**src/rtl/serial_add_sub_if.sv**
```systemverilog
`default_nettype none
// ---------------------------------------------------------------------------
// serial_add_sub_if : start/busy/done operand and result bundle.  Rev 1.0
// ---------------------------------------------------------------------------
interface serial_add_sub_if #(
  parameter int WIDTH = 8
) ();
  logic             start;
  logic             mode;
  logic [WIDTH-1:0] a;
  logic [WIDTH-1:0] b;
  logic             busy;
  logic             done;
  logic [WIDTH-1:0] result;
  logic             carry_out;
  logic             overflow;

  modport master (
    output start, mode, a, b,
    input  busy, done, result, carry_out, overflow
  );

  modport slave (
    input  start, mode, a, b,
    output busy, done, result, carry_out, overflow
  );
endinterface
`default_nettype wire

```
**src/rtl/serial_add_sub.sv**
```systemverilog
`default_nettype none
// ---------------------------------------------------------------------------
// serial_add_sub : bit-serial add/subtract, one bit per clock, LSB first.  Rev 1.0
// ---------------------------------------------------------------------------
module serial_add_sub #(
  parameter int WIDTH = 8
) (
  input  logic             clk,
  input  logic             rst,
  serial_add_sub_if.slave  bus
);
  localparam int CNT_W = $clog2(WIDTH) + 1;

  localparam logic [1:0] S_IDLE = 2'd0;
  localparam logic [1:0] S_RUN  = 2'd1;
  localparam logic [1:0] S_DONE = 2'd2;

  logic [1:0]       state_q, state_d;
  logic [WIDTH-1:0] sa_q, sa_d, sb_q, sb_d, sr_q, sr_d, result_q, result_d;
  logic             c_q, c_d, mode_q, mode_d, carry_q, carry_d, ovf_q, ovf_d;
  logic [CNT_W-1:0] cnt_q, cnt_d;
  logic             accept, last_step, sum_bit, carry_bit;
  logic             busy, done;

  assign accept    = bus.start && (state_q != S_RUN);
  assign last_step = (state_q == S_RUN) && (cnt_q == CNT_W'(WIDTH - 1));
  assign sum_bit   = sa_q[0] ^ sb_q[0] ^ c_q;
  assign carry_bit = (sa_q[0] & sb_q[0]) | (sb_q[0] & c_q) | (c_q & sa_q[0]);

  always_ff @(posedge clk) begin
    if (rst) state_q <= S_IDLE;
    else     state_q <= state_d;
  end

  always_comb begin
    state_d = state_q;
    case (state_q)
      S_IDLE:  state_d = bus.start ? S_RUN : S_IDLE;
      S_RUN:   state_d = last_step ? S_DONE : S_RUN;
      S_DONE:  state_d = bus.start ? S_RUN : S_IDLE;
      default: state_d = S_IDLE;
    endcase
  end

  always_comb begin
    busy = (state_q == S_RUN);
    done = (state_q == S_DONE);
  end

  always_comb begin
    sa_d     = sa_q;
    sb_d     = sb_q;
    sr_d     = sr_q;
    c_d      = c_q;
    cnt_d    = cnt_q;
    mode_d   = mode_q;
    result_d = result_q;
    carry_d  = carry_q;
    ovf_d    = ovf_q;
    if (accept) begin
      // Subtract is a + ~b + 1: invert B and preload the carry with 1.
      sa_d   = bus.a;
      sb_d   = bus.mode ? ~bus.b : bus.b;
      c_d    = bus.mode;
      cnt_d  = '0;
      mode_d = bus.mode;
    end else if (state_q == S_RUN) begin
      sa_d  = {1'b0, sa_q[WIDTH-1:1]};
      sb_d  = {1'b0, sb_q[WIDTH-1:1]};
      sr_d  = {sum_bit, sr_q[WIDTH-1:1]};
      c_d   = carry_bit;
      cnt_d = cnt_q + CNT_W'(1);
      if (last_step) begin
        // c_q here is the carry into the MSB, so the overflow needs no extra flop.
        result_d = {sum_bit, sr_q[WIDTH-1:1]};
        carry_d  = mode_q ? ~carry_bit : carry_bit;
        ovf_d    = c_q ^ carry_bit;
      end
    end
  end

  always_ff @(posedge clk) begin
    if (rst) begin
      sa_q     <= '0;
      sb_q     <= '0;
      sr_q     <= '0;
      c_q      <= 1'b0;
      cnt_q    <= '0;
      mode_q   <= 1'b0;
      result_q <= '0;
      carry_q  <= 1'b0;
      ovf_q    <= 1'b0;
    end else begin
      sa_q     <= sa_d;
      sb_q     <= sb_d;
      sr_q     <= sr_d;
      c_q      <= c_d;
      cnt_q    <= cnt_d;
      mode_q   <= mode_d;
      result_q <= result_d;
      carry_q  <= carry_d;
      ovf_q    <= ovf_d;
    end
  end

  assign bus.busy      = busy;
  assign bus.done      = done;
  assign bus.result    = result_q;
  assign bus.carry_out = carry_q;
  assign bus.overflow  = ovf_q;
endmodule
`default_nettype wire

```
**src/flat_wrapper.sv**
```systemverilog
// flat-port wrapper written by rule: the top's interface ports become plain ports
module serial_add_sub_flat 
#(
  parameter int WIDTH = 8
)
  (clk, rst, bus_start, bus_mode, bus_a, bus_b, bus_busy, bus_done, bus_result, bus_carry_out, bus_overflow);
  serial_add_sub_if #(.WIDTH(WIDTH)) bus_i ();
  input  logic clk;
  input  logic rst;
  input wire logic [$bits(bus_i.start)-1:0] bus_start;
  input wire logic [$bits(bus_i.mode)-1:0] bus_mode;
  input wire logic [$bits(bus_i.a)-1:0] bus_a;
  input wire logic [$bits(bus_i.b)-1:0] bus_b;
  output wire logic [$bits(bus_i.busy)-1:0] bus_busy;
  output wire logic [$bits(bus_i.done)-1:0] bus_done;
  output wire logic [$bits(bus_i.result)-1:0] bus_result;
  output wire logic [$bits(bus_i.carry_out)-1:0] bus_carry_out;
  output wire logic [$bits(bus_i.overflow)-1:0] bus_overflow;
  assign bus_i.start = bus_start;
  assign bus_i.mode = bus_mode;
  assign bus_i.a = bus_a;
  assign bus_i.b = bus_b;
  assign bus_busy = bus_i.busy;
  assign bus_done = bus_i.done;
  assign bus_result = bus_i.result;
  assign bus_carry_out = bus_i.carry_out;
  assign bus_overflow = bus_i.overflow;
  serial_add_sub #(.WIDTH(WIDTH)) u_core (.clk(clk), .rst(rst), .bus(bus_i));
endmodule
```
**config.mk**
```make
export PLATFORM = sky130hd
export DESIGN_NAME = serial_add_sub_flat
export DESIGN_NICKNAME = d
export VERILOG_FILES = /design/src/rtl/serial_add_sub_if.sv /design/src/rtl/serial_add_sub.sv /design/src/flat_wrapper.sv
export SDC_FILE = /design/constraint.sdc
export NUM_CORES = 1
export LEC_CHECK = 0
export CORE_ASPECT_RATIO = 0.5
export CORE_MARGIN = 3
export CORE_UTILIZATION = 33
export CTS_BUF_LIST = sky130_fd_sc_hd__clkbuf_8 sky130_fd_sc_hd__clkbuf_16
export DETAILED_ROUTE_END_ITERATION = 10
export SLEW_MARGIN = 40
export SYNTH_ARGS = -nofsm -noshare
export SYNTH_HDL_FRONTEND = slang
export SYNTH_SLANG_ARGS = --single-unit
```
**constraint.sdc**
```tcl
create_clock -name clk -period 1.7 [get_ports clk]
set_clock_uncertainty 0.05 [all_clocks]
set_input_delay 0.34 -clock clk [delete_from_list [all_inputs] [get_ports clk]]
set_output_delay 0.34 -clock clk [all_outputs]
set_load 0.05 [all_outputs]
```
==> results.txt, run 1 <==
crit end category = output port
pin count of the biggest net entering global routing = 42
pwr dens = 975 nW/um^2
wire length per cell = 13.0 um
Tot Pwr = 2.29 mW
part of the total power dissipated in sequential elements = 45.2%
cell area after technology mapping = 1860 um^2
core area = 5180 um^2
reg2reg start = u_core.cnt_q[0]$_SDFFE_PP0P_
share of the synthesized area in the top cell type = 44.1%
RSZ-0062 raised after global routing = false
post-synthesis cell count = 203
run status = finished clean
number of buffer cells added on primary ports = 31
number of global-route vias before repair = 1459
Setup crit start kind = flip-flop
count of yosys warnings during synthesis = 0
initial antenna violation count = 0
biggest area consumer among synthesized cells = sky130_fd_sc_hd__dfxtp_1
placed insts = 293
post-DR vias/cell = 4.94
Detailed Routing Iterations Pass 1 = 5
worst setup timing slack at the placement stage = 0.0557 ns
overall fraction of global-route tracks in use = 12.7%
CP Max Fanout = 31
worst setup path startpoint = u_core.state_q[0]$_SDFF_PP0_
capturing element of the worst setup path = bus_busy
height of the die = 59.1 um
category of the critical setup timing path = flip-flop to output port
die outline area = 6630 um^2
Finished Core Util = 45.3%
internal cell power = 1.71 mW
endpoint required time on the critical path = 1.31 ns
GR Overflow Total = 0
reg-to-reg setup timing slack = 0.20 ns
setup fix buffers added after clock tree synthesis = 0
share of post-route cells with drive strength above 1 = 15.2%
Switching Fraction = 25.4%
Final Net Count = 252
mean post-synth cell area = 9.17 um^2
setup TNS = 0 ns
Worst R2R Path Depth = 4
Inserted Clock Buffers = 5
sequential share of the synthesized area = 44.1%
synth top area cells = sky130_fd_sc_hd__dfxtp_1, sky130_fd_sc_hd__a21oi_1, sky130_fd_sc_hd__mux2i_1
kind of path behind the tightest hold check = flip-flop to flip-flop
Post-Route Hold Slack = 0.408 ns
horizontal die dimension = 112 um
count of final hold-check violations = 0
Tcrit/Tclk final = 94.5%
number of distinct standard cells referenced by the synthesized netlist = 32
Final setup viols = 0
DRT iter0 DRCs = 92
P_sw = 581 uW
clock net sink count = 41
CP Data Arrival Time = 1.22 ns
Worst R2R End = u_core.bus.result[6]$_SDFFE_PP0P_
number of cell rows = 18
routability-driven placement congestion ratio = 0.715
Pleak = 0.876 nW
clk_lat worst skew = 0.29 ns
DRC violations left = 0
vias = 1488
layout overhead on the synthesized area = 26.0%
first-pass GRT wire length = 6.74 mm
final antenna diode count = 0
initial cell density of the core = 35.9%
Combinational Power Share = 13.5%
Max transition margin = 69.8%
Cell Count, Final, Fillers Out = 301
syn_nets = 225
Max Slew Vio Count = 0
Max Clock Freq = 622 MHz
worst setup slack after layout = 0.0927 ns
Max H-tree Level = 2
minimum clock period = 1.61 ns
clock tree buffer depth = 2
number of storage elements in the synthesis netlist = 41
final wirelength = 3.90 mm
post-detailed-placement half-perimeter wirelength = 2.51 mm
share of power burned in the clock network = 41.2%
Boundary Pins = 32
Final Cell Area = 2350 um^2
Worst IR Drop VDD = 493 uV
dpl cell area = 2190 um^2
number of maximum-capacitance violations = 0
actual transition at the worst max-transition pin = 0.451 ns
number of antenna-violating nets in the routed design = 0
TritonCTS clock tree = yes
post-CTS clock slew at the launch and capture registers of the worst setup and hold paths = 0.07 ns
cell at the root of the clock tree = sky130_fd_sc_hd__clkbuf_16
## flip-flops by register name (all words and copies together), names as in the netlist
| name | count |
|---|---|
| u_core.state_q | 2 |
| u_core.sa_q | 8 |
| u_core.mode_q | 1 |
| u_core.c_q | 1 |
| u_core.bus.result | 8 |
| u_core.bus.carry_out | 1 |
| u_core.bus.overflow | 1 |
| u_core.cnt_q | 4 |
| u_core.sr_q | 7 |
| u_core.sb_q | 8 |
## logic make-up after synthesis
| family | after synthesis | share of synthesized area (%) |
|---|---|---|
| compound gates | 58 | 20.2 |
| xor+xnor | 10 | 4.70 |
| fa+ha+maj | 2 | 1.75 |
| buf+inv | 20 | 8.60 |
| flops | 41 | 44.1 |
| mux | 10 | 5.65 |
| simple gates | 62 | 15.0 |
## how the worst min path moves through the flow
stage                                startpoint                           to  cells after the start
global placement    u_core.sb_q[6]$_SDFFE_PP0P_  u_core.sb_q[5]$_SDFFE_PP0P_                      2
finish              u_core.sb_q[5]$_SDFFE_PP0P_  u_core.sb_q[4]$_SDFFE_PP0P_                      2
CTS                 u_core.sr_q[1]$_SDFFE_PP0P_  u_core.sr_q[1]$_SDFFE_PP0P_                      2
detailed placement  u_core.sr_q[1]$_SDFFE_PP0P_  u_core.sr_q[1]$_SDFFE_PP0P_                      2
floorplan                                   rst  u_core.sb_q[7]$_SDFFE_PP0P_                      1
global route        u_core.sb_q[1]$_SDFFE_PP0P_  u_core.sb_q[0]$_SDFFE_PP0P_                      2
## power by group through the flow
| stage | Sequential (mW) | Combinational, mW | Clock, mW |
|---|---|---|---|
| finish | 1.03 | 0.309 | 0.943 |
| global route | 1.04 | 0.342 | 1.01 |
| CTS | 1.03 | 0.310 | 0.972 |
| detailed placement | 1.06 | 0.307 | 0 |
| global placement | 1.05 | 0.300 | 0 |
| floorplan | 1.05 | 0.229 | 0 |
## area by class of cell
cell class | instances | area (um^2)
Fill cell | 522 | 2830
Clock inverter | 3 | 21.3
Timing Repair Buffer | 38 | 395
Tap cell | 70 | 87.6
Inverter | 2 | 15.0
Multi-Input combinational cell | 142 | 881
Clock buffer | 5 | 125
Sequential cell | 41 | 821
## cells in the mapped netlist
master	n
sky130_fd_sc_hd__inv_4	1
sky130_fd_sc_hd__a211oi_1	9
sky130_fd_sc_hd__mux2_4	1
sky130_fd_sc_hd__nand2b_4	1
sky130_fd_sc_hd__a21oi_2	2
sky130_fd_sc_hd__nand3b_1	1
sky130_fd_sc_hd__clkbuf_1	4
sky130_fd_sc_hd__buf_2	2
sky130_fd_sc_hd__a31oi_1	1
sky130_fd_sc_hd__inv_1	1
sky130_fd_sc_hd__a21oi_1	26
sky130_fd_sc_hd__xnor2_1	10
sky130_fd_sc_hd__o21ai_0	9
sky130_fd_sc_hd__a2bb2oi_1	1
sky130_fd_sc_hd__nand2b_1	1
sky130_fd_sc_hd__and3b_1	1
sky130_fd_sc_hd__a2111oi_2	1
sky130_fd_sc_hd__dfxtp_1	41
sky130_fd_sc_hd__nand3_1	14
sky130_fd_sc_hd__nor2_1	18
sky130_fd_sc_hd__a211o_1	7
sky130_fd_sc_hd__nand2_1	22
sky130_fd_sc_hd__mux2i_1	9
sky130_fd_sc_hd__a211oi_2	2
sky130_fd_sc_hd__ha_1	1
sky130_fd_sc_hd__buf_4	5
sky130_fd_sc_hd__fa_1	1
sky130_fd_sc_hd__buf_6	6
sky130_fd_sc_hd__nor3_1	2
sky130_fd_sc_hd__or3_1	1
sky130_fd_sc_hd__buf_12	1
sky130_fd_sc_hd__nor2b_1	1
## layout by cell type, fill, tap and decap left out, types with 2 or more instances in the layout
| cell | count |
|---|---|
| sky130_fd_sc_hd__a211o_1 | 7 |
| sky130_fd_sc_hd__a211oi_1 | 9 |
| sky130_fd_sc_hd__a211oi_2 | 2 |
| sky130_fd_sc_hd__a21oi_1 | 26 |
| sky130_fd_sc_hd__a21oi_2 | 2 |
| sky130_fd_sc_hd__buf_12 | 5 |
| sky130_fd_sc_hd__buf_4 | 14 |
| sky130_fd_sc_hd__clkbuf_16 | 5 |
| sky130_fd_sc_hd__clkdlybuf4s50_1 | 19 |
| sky130_fd_sc_hd__dfxtp_1 | 41 |
| sky130_fd_sc_hd__mux2i_1 | 9 |
| sky130_fd_sc_hd__nand2_1 | 22 |
| sky130_fd_sc_hd__nand3_1 | 14 |
| sky130_fd_sc_hd__nor2_1 | 18 |
| sky130_fd_sc_hd__nor3_1 | 2 |
| sky130_fd_sc_hd__o21ai_0 | 9 |
| sky130_fd_sc_hd__xnor2_1 | 10 |
## critical path, cell delays in order (launching register included)
cell,delay (ns)
sky130_fd_sc_hd__dfxtp_1,0.40
sky130_fd_sc_hd__nand2b_4,0.16
sky130_fd_sc_hd__inv_8,0.20
sky130_fd_sc_hd__buf_12,0.16
## what timing repair did
item,CTS,global route
hold buffers,0,0
gates resized for setup,1,1
endpoints found under the setup margin,1,1
## layer usage
metal	global-route usage [%]	vias up	routed length, um
li1	-	760	-
met1	15.8	702	1890
met2	21.9	23	1880
met3	3.16	3	113
met4	4.11	0	24
met5	0	-	0
Note: power is estimated with default switching activity, not from simulation.
==> run 2: changes to the inputs <==
--- a/config.mk
+++ b/config.mk
@@ -6,5 +6,5 @@
 export NUM_CORES = 1
 export LEC_CHECK = 0
-export CORE_ASPECT_RATIO = 0.5
+export CORE_ASPECT_RATIO = 1.25
 export CORE_MARGIN = 3
 export CORE_UTILIZATION = 33
--- a/constraint.sdc
+++ b/constraint.sdc
@@ -3,3 +3,3 @@
 set_input_delay 0.34 -clock clk [delete_from_list [all_inputs] [get_ports clk]]
 set_output_delay 0.34 -clock clk [all_outputs]
-set_load 0.05 [all_outputs]
+set_load 0.01 [all_outputs]
==> run 2 against run 1 <==
Net effect:
- sequential power is essentially flat
- global-route usage down 0.64 points
- combinational power fell by 9.1%
- highest routed layer unchanged
- hold slack got worse by 0.0018 ns
- clock power down 17%
- die area down 0.74%
- via count decreased by 2.7%
- critical path depth is 2 lower
- utilization shrank 2.0 points
- flip-flop and latch count did not move
- design area decreased by 2.8%
- sequential share of layout area grew 1.1 points
==> results.txt, run 2 (same netlist as run 1, synthesis figures left out) <==
CP Max Fanout = 2 (was 31)
clock tree buffer depth = 2 (unchanged)
pwr dens = 920 nW/um^2 (was 975 nW/um^2)
first-pass GRT wire length = 6.37 mm (was 6.74 mm)
CP Data Arrival Time = 1.21 ns (was 1.22 ns)
hold_buf cts = 0 (unchanged)
hold path depth = 2 (unchanged)
count of final hold-check violations = 0 (unchanged)
initial antenna violation count = 0 (unchanged)
vias = 1448 (was 1488)
pin count of the biggest net entering global routing = 42 (unchanged)
overall fraction of global-route tracks in use = 12.0% (was 12.7%)
clk_lat worst skew = 0.29 ns (about the same)
Detailed Routing Iterations Pass 1 = 4 (was 5)
uppermost layer routed = met4 (unchanged)
cell breakdown of the critical path = clkdlybuf4s50_1 (was nand2b_4, inv_8, buf_12)
wire length per cell = 12.3 um (was 13.0 um)
cell at the root of the clock tree = sky130_fd_sc_hd__clkbuf_8 (was sky130_fd_sc_hd__clkbuf_16)
setup TNS = 0 ns (unchanged)
post-CTS clock slew at the launch and capture registers of the worst setup and hold paths = 0.09 ns (was 0.07 ns)
setup fix buffers added after clock tree synthesis = 0 (unchanged)
cell depth of the worst setup path = 1 (was 3)
worst setup slack after layout = 0.104 ns (was 0.0927 ns)
Max H-tree Level = 2 (unchanged)
initial cell density of the core = 35.4% (was 35.9%)
GR Overflow Total = 0 (unchanged)
clock net sink count = 41 (unchanged)
top library cells by usage in the layout, fill and taps aside = sky130_fd_sc_hd__dfxtp_1, sky130_fd_sc_hd__clkdlybuf4s50_1, sky130_fd_sc_hd__a21oi_1 (was sky130_fd_sc_hd__dfxtp_1, sky130_fd_sc_hd__a21oi_1, sky130_fd_sc_hd__nand2_1)
Slowest Stage Delay on Critical Path = 0.55 ns (was 0.40 ns)
number of buffer cells added on primary ports = 31 (unchanged)
horizontal die dimension = 73.2 um (was 112 um)
commonest non-fill, non-tap cell in the layout = sky130_fd_sc_hd__dfxtp_1 (unchanged)
run status = finished clean (unchanged)
Pleak = 0.836 nW (was 0.876 nW)
Worst IR Drop VDD = 444 uV (was 493 uV)
crit end category = output port (unchanged)
worst setup timing slack at the placement stage = 0.0653 ns (was 0.0557 ns)
Setup crit start kind = flip-flop (unchanged)
number of antenna-violating nets in the routed design = 0 (unchanged)
final antenna diode count = 0 (unchanged)
DRC violations left = 0 (unchanged)
wire length on met2 = 1.73 mm (was 1.88 mm)
Post-Route Hold Slack = 0.406 ns (was 0.408 ns)
height of the die = 90.0 um (was 59.1 um)
Max transition margin = 73.1% (was 69.8%)
Max Clock Freq = 626 MHz (was 622 MHz)
number of cell rows = 29 (was 18)
endpoint required time on the critical path = 1.31 ns (about the same)
wire length on met3 = 113 um (unchanged)
number of maximum-capacitance violations = 0 (unchanged)
core area = 5260 um^2 (was 5180 um^2)
number of global-route vias before repair = 1376 (was 1459)
share of post-route cells with drive strength above 1 = 9.61% (was 15.2%)
DRT iter0 DRCs = 151 (was 92)
die outline area = 6580 um^2 (was 6630 um^2)
Final setup viols = 0 (unchanged)
routability-driven placement congestion ratio = 0.701 (was 0.715)
fillcell total = 521 (was 522)
Tcrit/Tclk final = 93.9% (was 94.5%)
critical-path cell with the highest stage delay = sky130_fd_sc_hd__clkdlybuf4s50_1 (was sky130_fd_sc_hd__dfxtp_1)
Buf/Inv on CP = 1 (was 2)
Max Slew Vio Count = 0 (unchanged)
minimum clock period = 1.60 ns (was 1.61 ns)
actual transition at the worst max-transition pin = 0.403 ns (was 0.451 ns)
Final Net Count = 250 (was 252)
post-DR vias/cell = 4.98 (was 4.94)
layout overhead on the synthesized area = 22.4% (was 26.0%)
RSZ-0062 raised after global routing = false (unchanged)
Worst R2R Path Depth = 4 (unchanged)
Boundary Pins = 32 (unchanged)
category of the critical setup timing path = flip-flop to output port (unchanged)
TritonCTS clock tree = yes (unchanged)
Crit path max-delay family = buffers and inverters (was flip-flops)
final wirelength = 3.59 mm (was 3.90 mm)
kind of path behind the tightest hold check = flip-flop to flip-flop (unchanged)
post-detailed-placement half-perimeter wirelength = 2.29 mm (was 2.51 mm)
M1 wire length = 1.69 mm (was 1.89 mm)
Inserted Clock Buffers = 5 (unchanged)
==> run 2: final cells by class <==
class	count	area, um^2	area share [%]
clock buffer	5	68.8	3.02
clock inverter	3	46.3	2.03
inverter	2	10.0	0.439
multi-input combinational	142	881	38.6
sequential	41	822	36.1
tap	62	77.6	3.40
timing repair buffer	36	374	16.4
==> run 2: power by group <==
group | total [mW] | internal (mW) | switching (mW)
registers | 1.04 | 1.01 | 0.0292
logic | 0.281 | 0.140 | 0.140
clock network | 0.782 | 0.439 | 0.342
==> run 2: metrics by stage <==
stage	total power, mW	cells	utilization (%)	area (um^2)
final	2.10	291	43.3	2280
after global routing	2.21	291	43.3	2280
after CTS	2.13	291	43.3	2280
after detailed placement	1.34	283	41.1	2160
after global placement	1.34	283	41.1	2160
after floorplan	1.27	203	-	1860
==> run 2: metal layers <==
layer	global-route usage [%]	vias up
met5	0	-
met4	4.62	0
met3	3.01	4
met2	18.1	19
met1	16.3	669
li1	-	756
==> run 2: repair_timing <==
action / CTS / global route
setup endpoints to repair: 2 / 1
resized for setup: 2 / 1
pin swaps: 0 / 0
==> run 2: path summary, 6_finish.rpt <==
| kind | start | endpoint | slack, ns |
|---|---|---|---|
| hold / removal | u_core.sb_q[6]$_SDFFE_PP0P_ | u_core.sb_q[5]$_SDFFE_PP0P_ | 0.41 |
| setup / recovery | u_core.bus.overflow$_SDFFE_PP0P_ | bus_overflow | 0.10 |
| hold reg to reg | u_core.sb_q[6]$_SDFFE_PP0P_ | u_core.sb_q[5]$_SDFFE_PP0P_ | 0.41 |
| setup reg to reg | u_core.cnt_q[0]$_SDFFE_PP0P_ | u_core.bus.overflow$_SDFFE_PP0P_ | 0.21 |
==> run 2: worst reg2reg max path, cell delays in order, from the launching register on <==
cell and delay (ns):
sky130_fd_sc_hd__dfxtp_1 0.38, sky130_fd_sc_hd__ha_1 0.22, sky130_fd_sc_hd__and3b_1 0.42, sky130_fd_sc_hd__a21oi_1 0.12
sky130_fd_sc_hd__a211oi_1 0.22
==> run 3: changes to the inputs <==
ABC_AREA = 1   (was unset)
TNS_END_PERCENT = 1   (was unset)
==> run 3 against run 2 <==
Net effect:
- die area grew 0.32%
- power decreased by 7.6%
- sequential power about the same
- fmax is 1.5% higher
- clock power fell by 20%
- critical path depth did not move
- flip-flop and latch count stayed put
- critical endpoint is now bus_carry_out
==> results.txt, run 3 <==
reg2reg start = u_core.cnt_q[0]$_SDFFE_PP0P_ (unchanged)
number of storage elements in the synthesis netlist = 41 (unchanged)
cell area after technology mapping = 1870 um^2 (was 1860 um^2)
share of the synthesized area in the top cell type = 43.9% (was 44.1%)
EDFF count, synth = 0 (unchanged)
Pleak = 1.05 nW (was 0.836 nW)
Slowest Stage Delay on Critical Path = 0.54 ns (was 0.55 ns)
Max Slew Vio Count = 0 (unchanged)
Max transition margin = 68.8% (was 73.1%)
Synth top cells by count = sky130_fd_sc_hd__nand2_1, sky130_fd_sc_hd__dfxtp_1, sky130_fd_sc_hd__nand3_1 (was sky130_fd_sc_hd__dfxtp_1, sky130_fd_sc_hd__a21oi_1, sky130_fd_sc_hd__nand2_1)
Max Clock Freq = 636 MHz (was 626 MHz)
final wirelength = 3.81 mm (was 3.59 mm)
FFs w/ async S/R, synth = 0% (unchanged)
Worst R2R End = u_core.bus.result[2]$_SDFFE_PP0P_ (was u_core.bus.overflow$_SDFFE_PP0P_)
category of the critical setup timing path = flip-flop to output port (unchanged)
critical-path cell with the highest stage delay = sky130_fd_sc_hd__clkdlybuf4s50_1 (unchanged)
Crit path max-delay family = buffers and inverters (unchanged)
core area = 5440 um^2 (was 5260 um^2)
GR Overflow Total = 0 (unchanged)
Max H-tree Level = 2 (unchanged)
post-detailed-placement half-perimeter wirelength = 2.74 mm (was 2.29 mm)
CP Data Arrival Time = 1.18 ns (was 1.21 ns)
pin count of the biggest net entering global routing = 23 (was 42)
endpoint required time on the critical path = 1.31 ns (about the same)
number of antenna-violating nets in the routed design = 0 (unchanged)
clock net sink count = 41 (unchanged)
TritonCTS clock tree = yes (unchanged)
share of post-route cells with drive strength above 1 = 11.1% (was 9.61%)
commonest non-fill, non-tap cell in the layout = sky130_fd_sc_hd__nand2_1 (was sky130_fd_sc_hd__dfxtp_1)
origin of the worst min-delay path = u_core.bus.result[7]$_SDFFE_PP0P_ (was u_core.sb_q[6]$_SDFFE_PP0P_)
top library cells by usage in the layout, fill and taps aside = sky130_fd_sc_hd__nand2_1, sky130_fd_sc_hd__nand3_1, sky130_fd_sc_hd__dfxtp_1 (was sky130_fd_sc_hd__dfxtp_1, sky130_fd_sc_hd__clkdlybuf4s50_1, sky130_fd_sc_hd__a21oi_1)
first-pass GRT wire length = 6.66 mm (was 6.37 mm)
cell breakdown of the critical path = clkdlybuf4s50_1 (unchanged)
horizontal die dimension = 73.3 um (was 73.2 um)
routability-driven placement congestion ratio = 0.703 (was 0.701)
mean post-synth cell area = 7.10 um^2 (was 9.17 um^2)
actual transition at the worst max-transition pin = 0.467 ns (was 0.403 ns)
post-CTS clock slew at the launch and capture registers of the worst setup and hold paths = 0.08 ns (was 0.09 ns)
number of buffer cells added on primary ports = 31 (unchanged)
minimum clock period = 1.57 ns (was 1.60 ns)
post-DR vias/cell = 4.56 (was 4.98)
sequential share of the synthesized area = 43.9% (was 44.1%)
final antenna diode count = 0 (unchanged)
initial cell density of the core = 34.3% (was 35.4%)
wire length per cell = 10.5 um (was 12.3 um)
terminating pin of the worst hold path = u_core.bus.result[7]$_SDFFE_PP0P_ (was u_core.sb_q[5]$_SDFFE_PP0P_)
number of cell rows = 30 (was 29)
most frequent cell after synthesis = sky130_fd_sc_hd__nand2_1 (was sky130_fd_sc_hd__dfxtp_1)
layout overhead on the synthesized area = 25.0% (was 22.4%)
number of distinct standard cells referenced by the synthesized netlist = 23 (was 32)
Worst IR Drop VDD = 344 uV (was 444 uV)
worst setup path startpoint = u_core.bus.carry_out$_SDFFE_PP0P_ (was u_core.bus.overflow$_SDFFE_PP0P_)
commonest register cell after synthesis = sky130_fd_sc_hd__dfxtp_1 (unchanged)
Final setup viols = 0 (unchanged)
cell at the root of the clock tree = sky130_fd_sc_hd__clkbuf_8 (unchanged)
Inserted Clock Buffers = 5 (unchanged)
post-synthesis cell count = 263 (was 203)
hold path depth = 2 (unchanged)
CP Max Fanout = 2 (unchanged)
setup TNS = 0 ns (unchanged)
DRT iter0 DRCs = 63 (was 151)
RSZ-0062 raised after global routing = false (unchanged)
DRC violations left = 0 (unchanged)
Final Net Count = 319 (was 250)
Final Cell Area = 2330 um^2 (was 2280 um^2)
initial antenna violation count = 0 (unchanged)
number of maximum-capacitance violations = 0 (unchanged)
hold_buf cts = 0 (unchanged)
Boundary Pins = 32 (unchanged)
vias = 1650 (was 1448)
Setup crit start kind = flip-flop (unchanged)
die outline area = 6610 um^2 (was 6580 um^2)
biggest area consumer among synthesized cells = sky130_fd_sc_hd__dfxtp_1 (unchanged)
clk_lat worst skew = 0.29 ns (about the same)
synth top area cells = sky130_fd_sc_hd__dfxtp_1, sky130_fd_sc_hd__nand2_1, sky130_fd_sc_hd__nand3_1 (was sky130_fd_sc_hd__dfxtp_1, sky130_fd_sc_hd__a21oi_1, sky130_fd_sc_hd__mux2i_1)
pwr dens = 830 nW/um^2 (was 920 nW/um^2)
reg-to-reg setup timing slack = 0.31 ns (was 0.21 ns)
clock tree buffer depth = 2 (unchanged)
crit end category = output port (unchanged)
count of yosys warnings during synthesis = 0 (unchanged)
Detailed Routing Iterations Pass 1 = 4 (unchanged)
Buf/Inv on CP = 1 (unchanged)
Worst R2R Path Depth = 5 (was 4)
number of global-route vias before repair = 1509 (was 1376)
kind of path behind the tightest hold check = flip-flop to flip-flop (unchanged)
height of the die = 90.1 um (was 90.0 um)
run status = finished clean (unchanged)
overall fraction of global-route tracks in use = 12.7% (was 12.0%)
count of final hold-check violations = 0 (unchanged)
Tcrit/Tclk final = 92.5% (was 93.9%)
dpl cell area = 2250 um^2 (was 2160 um^2)
syn_nets = 285 (was 225)
run 3: cell count changes in the layout (fill, tap and decap cells not counted), sizes merged, moves of 7 or more:
cell,before,now
a211oi,11,1
a211o,7,0
nand2,22,69
inv,2,29
xnor2,10,2
nand3,14,40
a21oi,28,14
nor2,18,33
mux2i,9,0
run 3: stage by stage:
stage	setup slack [ns]	utilization (%)	hold WS [ns]	power [mW]	std cells
after floorplan	0.445	-	0.391	1.25	263
final	0.127	42.9	0.424	1.94	362
after global routing	0.0847	42.9	0.453	2.03	362
after CTS	0.111	42.9	0.428	1.96	362
after global placement	0.116	41.3	0.405	1.34	354
after detailed placement	0.0971	41.3	0.416	1.34	354
run 3: worst max-delay path by stage:
stage | slack [ns] | to | cells after the start
6_report | 0.13 | bus_carry_out | 1
5_1_grt | 0.08 | bus_carry_out | 1
4_1_cts | 0.11 | bus_carry_out | 1
3_5_place_dp | 0.1 | u_core.sb_q[4]$_SDFFE_PP0P_ | 6
3_3_place_gp | 0.12 | u_core.sa_q[7]$_SDFFE_PP0P_ | 6
2_1_floorplan | 0.45 | u_core.bus.carry_out$_SDFFE_PP0P_ | 4
run 3: what timing repair did:
action	4_1_cts	5_1_grt
setup buffers	0	0
resized for setup	4	0
setup endpoints to repair	2	0
run 3: report_power, final:
group	internal [mW]	leakage (nW)	switching, mW	total, mW
clock network	0.283	0.0439	0.339	0.623
logic	0.124	0.667	0.154	0.278
registers	1.01	0.336	0.0284	1.04
run 3: cell type report:
type / instances / area (um^2)
repair buffers: 40 / 375
flip-flops and latches: 41 / 823
clock inverters: 3 / 17.5
multi-input cells: 180 / 861
inverters: 29 / 109
well taps: 64 / 80.1
fillers: 557 / 3110
clock buffers: 5 / 68.8
run 3: cell families (layout without fill, tap and decap cells):
kind of cell	after synthesis	after routing	synth area share, %
compound gates	30	30	8.44
xor+xnor	6	6	2.81
fa+ha+maj	2	2	1.74
buf+inv	42	77	9.98
flops	41	41	43.9
simple gates	142	142	33.1
run 3: per-layer routing:
layer | GRT usage, % | routed length (um)
met1 | 15.2 | 1790
met2 | 20.8 | 1810
met3 | 3.80 | 160
met4 | 4.98 | 58
met5 | 0 | 0
